## src/rtl/arith_pkg.sv

```systemverilog
// Shared definitions for the arithmetic block family.
// Contents:
//   arith_state_t - IDLE / CALC / DONE encoding for iterative arithmetic FSMs
//   cnt_width()   - width of an iteration counter that must hold the value w
package arith_pkg;

    typedef enum logic [1:0] {
        ST_IDLE = 2'd0,
        ST_CALC = 2'd1,
        ST_DONE = 2'd2
    } arith_state_t;

    // Counter must represent the full iteration count w itself, hence w+1.
    function automatic int cnt_width(input int w);
        return $clog2(w + 1);
    endfunction

endpackage

```

## src/rtl/div_step.sv

```systemverilog
// One restoring-division step (purely combinational).
// Ports:
//   rem      in  WIDTH  partial remainder entering the step (always < div)
//   a_msb    in  1      next dividend bit shifted into the remainder
//   div      in  WIDTH  divisor
//   rem_next out WIDTH  partial remainder after the step
//   q_bit    out 1      quotient bit produced by the step
module div_step #(
    parameter int WIDTH = 8
) (
    input  logic [WIDTH-1:0] rem,
    input  logic             a_msb,
    input  logic [WIDTH-1:0] div,
    output logic [WIDTH-1:0] rem_next,
    output logic             q_bit
);

    // The shifted remainder can reach 2*div-1, so the trial is one bit wider
    // than the operands; this keeps all-ones divisors and dividends exact.
    logic [WIDTH:0] shifted;
    logic [WIDTH:0] trial;

    always_comb begin
        shifted  = {rem, a_msb};
        trial    = shifted - {1'b0, div};
        q_bit    = (shifted >= {1'b0, div});
        // Either branch is < div here, so the top bit is always zero.
        rem_next = q_bit ? trial[WIDTH-1:0] : shifted[WIDTH-1:0];
    end

endmodule

```

## src/rtl/div_unsigned.sv

```systemverilog
// Iterative unsigned divider, one quotient bit per clock, MSB first.
// Ports:
//   clk   in   1      clock, rising edge
//   rst   in   1      synchronous active-high reset
//   start in   1      begin a division (ignored while busy)
//   a     in   WIDTH  dividend, captured on accepted start
//   b     in   WIDTH  divisor, captured on accepted start
//   busy  out  1      iteration in progress
//   done  out  1      one-cycle pulse; q, r, dbz valid
//   q     out  WIDTH  quotient (all ones on divide by zero)
//   r     out  WIDTH  remainder (dividend on divide by zero)
//   dbz   out  1      divide-by-zero flag for the presented result
module div_unsigned
    import arith_pkg::*;
#(
    parameter int WIDTH = 8
) (
    input  logic             clk,
    input  logic             rst,
    input  logic             start,
    input  logic [WIDTH-1:0] a,
    input  logic [WIDTH-1:0] b,
    output logic             busy,
    output logic             done,
    output logic [WIDTH-1:0] q,
    output logic [WIDTH-1:0] r,
    output logic             dbz
);

    localparam int CW = cnt_width(WIDTH);

    arith_state_t     state_reg, state_next;
    logic [CW-1:0]    cnt_reg;
    logic [WIDTH-1:0] quo_reg;   // dividend shifts out the top, quotient bits in the bottom
    logic [WIDTH-1:0] div_reg;
    logic [WIDTH-1:0] rem_reg;
    logic [WIDTH-1:0] q_reg;
    logic [WIDTH-1:0] r_reg;
    logic             dbz_reg;

    logic             accept;
    logic             last_step;
    logic [WIDTH-1:0] rem_next;
    logic             q_bit;

    assign accept    = start && (state_reg != ST_CALC);
    assign last_step = (state_reg == ST_CALC) && (cnt_reg == CW'(1));

    div_step #(.WIDTH(WIDTH)) u_step (
        .rem      (rem_reg),
        .a_msb    (quo_reg[WIDTH-1]),
        .div      (div_reg),
        .rem_next (rem_next),
        .q_bit    (q_bit)
    );

    // State register
    always_ff @(posedge clk) begin
        if (rst) begin
            state_reg <= ST_IDLE;
        end else begin
            state_reg <= state_next;
        end
    end

    // Next-state logic; DONE accepts a new start so results can stream back to back.
    always_comb begin
        state_next = state_reg;
        case (state_reg)
            ST_IDLE, ST_DONE: begin
                if (start) begin
                    state_next = (b == '0) ? ST_DONE : ST_CALC;
                end else begin
                    state_next = ST_IDLE;
                end
            end
            ST_CALC: begin
                if (cnt_reg == CW'(1)) begin
                    state_next = ST_DONE;
                end
            end
            default: state_next = ST_IDLE;
        endcase
    end

    // Output decode
    always_comb begin
        busy = (state_reg == ST_CALC);
        done = (state_reg == ST_DONE);
    end

    // Datapath
    always_ff @(posedge clk) begin
        if (rst) begin
            cnt_reg <= '0;
            quo_reg <= '0;
            div_reg <= '0;
            rem_reg <= '0;
            q_reg   <= '0;
            r_reg   <= '0;
            dbz_reg <= 1'b0;
        end else if (accept) begin
            quo_reg <= a;
            div_reg <= b;
            rem_reg <= '0;
            if (b == '0) begin
                // No iteration needed; result is presented directly.
                cnt_reg <= '0;
                q_reg   <= '1;
                r_reg   <= a;
                dbz_reg <= 1'b1;
            end else begin
                cnt_reg <= CW'(WIDTH);
            end
        end else if (state_reg == ST_CALC) begin
            rem_reg <= rem_next;
            quo_reg <= {quo_reg[WIDTH-2:0], q_bit};
            cnt_reg <= cnt_reg - CW'(1);
            if (last_step) begin
                q_reg   <= {quo_reg[WIDTH-2:0], q_bit};
                r_reg   <= rem_next;
                dbz_reg <= 1'b0;
            end
        end
    end

    assign q   = q_reg;
    assign r   = r_reg;
    assign dbz = dbz_reg;

endmodule

```

## config.mk

```make
export PLATFORM = sky130hd
export DESIGN_NAME = div_unsigned
export DESIGN_NICKNAME = d
export VERILOG_FILES = /design/src/rtl/arith_pkg.sv /design/src/rtl/div_step.sv /design/src/rtl/div_unsigned.sv
export SDC_FILE = /design/constraint.sdc
export NUM_CORES = 1
export LEC_CHECK = 0
export CAP_MARGIN = 20
export CORE_MARGIN = 4
export CORE_UTILIZATION = 40
export CTS_BUF_LIST = sky130_fd_sc_hd__clkbuf_2
export DETAILED_ROUTE_END_ITERATION = 8
export MAX_ROUTING_LAYER = met4
export SETUP_SLACK_MARGIN = 0.4
export SKIP_LAST_GASP = 1
export SLEW_MARGIN = 15
export SYNTH_ARGS = -nofsm -noshare
export SYNTH_HDL_FRONTEND = slang
export SYNTH_SLANG_ARGS = --single-unit
export TNS_END_PERCENT = 50
```

## constraint.sdc

```tcl
create_clock -name clk -period 6.5 [get_ports clk]
set_clock_uncertainty 0.1 [all_clocks]
set_input_delay 1.3 -clock clk [delete_from_list [all_inputs] [get_ports clk]]
set_output_delay 1.3 -clock clk [all_outputs]
set_load 0.005 [all_outputs]
```

; Word level (Yosys, flattened, before mapping)
; Index checks and enable logic that the tools add are counted.
[word_totals]
out_inout_bits = 19
elab_cells = 48
in_bits = 19
ff_bits = 47
[op_classes]
add_sub_neg = 2
muxes = 22
n_reduce_logical = 9
eq_ne = 6
n_lt_le_gt_ge = 1
[op_table]
columns = operator, count
row1 = two-way mux 8 bit, 11
row2 = two-way mux 4 bit, 3
row3 = greater-or-equal comparator 9 x 8 -> 1 bit, 1
row4 = logical NOT 8 bit, 1
row5 = subtractor 8 bit, 1
row6 = two-way mux 2 bit, 3
row7 = inequality test 2 x 1 -> 1 bit (second input constant), 3
row8 = equality test 4 x 1 -> 1 bit (second input constant), 1
row9 = two-way mux 1 bit, 4
row10 = one-hot mux 2 bit (2 select lines), 1
row11 = nonzero test 2 bit, 2
row12 = OR reduction 2 bit, 2
row13 = subtractor 4 x 1 -> 4 bit (second input constant), 1
row14 = AND reduction 3 bit, 1
row15 = equality test 2 x 1 -> 1 bit (second input constant), 1
row16 = equality test 2 bit (second input constant), 1
row17 = logical AND 1 bit, 2
row18 = logical NOT 2 bit, 1

; Longest topological paths before layout
[logic_depth]
ltp_word = 5
mapped_depth = 9

; Hierarchy
; A second synthesis with hierarchy kept.
[hier_totals]
cells_unflattened = 280
hier_area_um2 = 2519.9
[modules_own_cells]
columns = mod, cells_per_inst, instances, area_each_um2
row1 = div_unsigned, 212, 1, 1979.4
row2 = div_step, 68, 1, 540.5

; Worst setup path before layout
; No wires, ideal clock.
[synth_path]
path_type = in2reg
startpoint = input port b[4]
endpoint = register q_reg[0], in the netlist q[0]
cell_stages = 6
slack_ps = 3846
n_path_buf = 1
arrival_time_ps = 2468
path_cell_list = nor4_1 > nand2_1 > o21ai_2 > buf_2 > nor2_1 > a211oi_1
[synth_between]
elab_chain_len = 3
[synth_rtl]
columns = element, line_no
row1 = start: declaration, div_unsigned.sv:22  ; input logic [WIDTH-1:0] b,
row2 = logical NOT 8 bit, div_unsigned.sv:106  ; if (b == '0) begin
row3 = inequality test 2 x 1 -> 1 bit (no source line), n/a
row4 = AND reduction 3 bit (no source line), n/a
row5 = end signal: assignment, div_unsigned.sv:120  ; q_reg <= {quo_reg[WIDTH-2:0], q_bit};
row6 = end: declaration, div_unsigned.sv:37  ; logic [WIDTH-1:0] q_reg;
; No other way between the ends.
; A chain may end at the register's enable or synchronous reset.

; Worst setup path after layout
[layout_path]
startpoint = input port start
endpoint = register r_reg[5], in the netlist r[5]
[layout_between]
elab_chain_len = 3
elab_cells_between_ends = 6
cone_classes = eq/ne: 1 / mux: 1 / reduce/logical: 4
[layout_rtl]
columns = element, line_no
row1 = start: declaration, div_unsigned.sv:20  ; input logic start,
row2 = logical AND 1 bit (*), div_unsigned.sv:46  ; assign accept = start && (state_reg != ST_CALC);
row3 = inequality test 2 x 1 -> 1 bit (no source line) / nonzero test 2 bit (equally long branches), n/a
row4 = AND reduction 3 bit (no source line), n/a
row5 = end signal: assignment, div_unsigned.sv:121  ; r_reg <= rem_next;
row6 = end: declaration, div_unsigned.sv:38  ; logic [WIDTH-1:0] r_reg;
; Every way passes the cells marked *; elsewhere a longest branch is shown, timed or not.

==> impl_metrics.yaml <==
floorplan:
  die_y_um: 86.7
  initial_utilization_pct: 41.6
  ioPinCount: 38
  dieArea_um2: 7520
  fp.dieW_um: 86.7
  rows: 28
  coreArea_um2: 5960
worst_setup_path:
  crit_path_end_kind: "flip-flop"
  critPathRequiredTime_ps: 6740
  crit_chain: "clkdlybuf4s50_1 > nand2_1 > o21ai_2 > nor2_1 > a311o_1 > o31ai_2"
  cp_max_fo: 20
  crit_type: "input pin to flip-flop"
  cpPeakStageDelay_ps: 910
  critPathArrivalTime_ps: 4110
  cp-start-kind: "input pin"
  cp_slowest_cell: "clkdlybuf4s50_1"
sta:
  min_period_ps: 3870
  holdWs_ps: 375
  slew_viol_final: 0
  hold_viol: 0
  rsz0062_at_grt: "no"
  worstMarginPinSlew_ps: 706
  relSlewSlack_pct: 52.8
  clock.fmax_mhz: 258
  setup-tns-final_ps: 0
  setup_viol: 0
  layout_setup_ws_ps: 2630
  post-route-period-util_pct: 59.5
synthesis:
  yosys_warnings: 0
  synth_top_cell_by_area: "dfxtp_1"
  ys_ff_latch: 47
  synth_edf_count: 0
  syn_inst: 305
  ys_seq_area_share_pct: 38.0
  synth_ff_type: "dfxtp_1"
  ys_types: 53
  avgSynthCellArea_um2: 8.12
  yosysMostFrequentCell: "nor2_1"
  ys_top_cells_by_area: "dfxtp_1 (38%), nor2_1 (7.9%), a21oi_1 (5.3%)"
  async_flop_share_pct: 0
  syn_area_um2: 2480
  netlist_top_cells_count: "nor2_1 (52), dfxtp_1 (47), nand2_1 (32)"
  synth_top_area_share_pct: 38.0
  postSynthNetCount: 335
placed_design:
  place_ws_ps: 2200
  gp_congestion: 0.810
  dp_cells: 405
  place_area_um2: 2890
  port_buffers: 37
  dp_hpwl_mm: 4.57
clock_network:
  cts.htree.levels: 2
  insertion_delay_ps: 400
  numClockSinks: 47
  cts_buffers: 5
  clock_path_buffers: 2
  cts_tree: "done"
  cts_hold_buffers: 0
  clkTransAtPathRegs_ps: 220
  ctsResizeCount: 0
  root_buffer: "clkbuf_2"
  post_cts_buffers: 0
grt:
  grt_pass1_wl_mm: 9.96
  grt_pass1_vias: 1988
  grtUsageTotal_pct: 17.1
  grt_start_max_net_pins: 40
  overflow: 0
  antenna_found_initial: 0
cells_and_area:
  nets: 367
  final_cell_area_um2: 2950
  insertedDiodeCount: 0
  finish.utilization_pct: 49.6
  drive_gt1_share_pct: 8.61
  syn2layout_area_growth_pct: 19.2
  finalNonFillerCells: 412
power_and_ir_drop:
  switching_power_mw: 0.211
  p_clk_share_pct: 23.3
  power_frac_seq_pct: 47.8
  p_leak_nw: 1.15
  ir_worst_vdd_uv: 126
  internal-power_mw: 0.457
  power.density_nw_per_um2: 226
  combPwrFrac_pct: 28.9
  switching_share_pct: 31.6
  power_mw: 0.668
outcome:
  status: "completed"
detailed_routing:
  dr.pass1.iters: 4
  drc: 0
  drt-vias-per-instance: 5.31
  wl_per_cell_um: 14.8
  vias: 2187
  final_antenna_net_count: 0
  drtIter0Drc: 115
  finalWirelength_mm: 6.09
flow_run:
  cap_violations: 0
worst_hold_path:
  hold_class: "flip-flop to flip-flop"
## power groups by stage
stage | registers (mW) | clock network [mW] | logic, mW
after floorplan | 0.321 | 0 | 0.146
after CTS | 0.319 | 0.160 | 0.193
after global placement | 0.325 | 0 | 0.190
final | 0.319 | 0.156 | 0.193
after detailed placement | 0.325 | 0 | 0.192
after global routing | 0.322 | 0.170 | 0.215
## cell families (layout without fill, tap and decap cells)
kind of cell | count (synthesis) | after routing | synth area share [%]
AOI/OAI and AO/OA | 71 | 71 | 20.1
muxes | 14 | 14 | 5.76
and+or+nand+nor | 126 | 126 | 23.5
adders and majority gates | 11 | 11 | 5.86
xor gates and xnor gates | 4 | 4 | 1.41
buffers and inverters | 32 | 64 | 5.40
DFF | 47 | 47 | 38.0
## worst paths after layout
path	from	to	slack, ps	depth (start not counted)
worst max-delay path	start	r[5]	2630	6
worst min-delay path	div_reg[5]	div_reg[5]	370	2
worst max register to register	state_reg[1]	r[5]	3780	7
worst min register to register	div_reg[5]	div_reg[5]	370	2
## worst max-delay path: cells and delay by family
kind                   cells  cell delay [ps]
buffers and inverters      1              910
AOI/OAI and AO/OA          3             1180
and+or+nand+nor            2              710
## layout make-up
cell class              instances  area [um2]
flip-flops and latches         47         941
multi-input cells             226        1400
clock buffers                   6        30.0
repair buffers                 40         393
inverters                      17        63.8
well taps                      75        93.8
fillers                       606        3000
clock inverters                 1        30.0
## cells in the final DEF, fill, tap and decap left out, types with 2 or more instances in the layout
master	count
and3_1	2
o21a_1	3
dfxtp_1	47
and2b_2	2
nand2b_1	5
ha_1	10
a21oi_1	26
xnor2_1	3
nor4_1	2
o21ai_0	6
clkdlybuf4s50_1	37
buf_4	3
a31oi_1	2
clkbuf_2	6
nor3_1	14
a211oi_2	2
nor2_1	52
nor2b_1	4
a21o_2	2
mux2_2	2
a21o_1	3
nand3_1	3
inv_1	16
a211oi_1	14
mux2i_1	12
nand2_1	32
## routing by layer
| layer | global-route usage (%) | routed length [um] |
|---|---|---|
| met1 | 24.9 | 3170 |
| met2 | 24.8 | 2590 |
| met3 | 2.95 | 275 |
| met4 | 3.97 | 57 |
| met5 | - | 0 |
(Power assumes the default switching activity.)
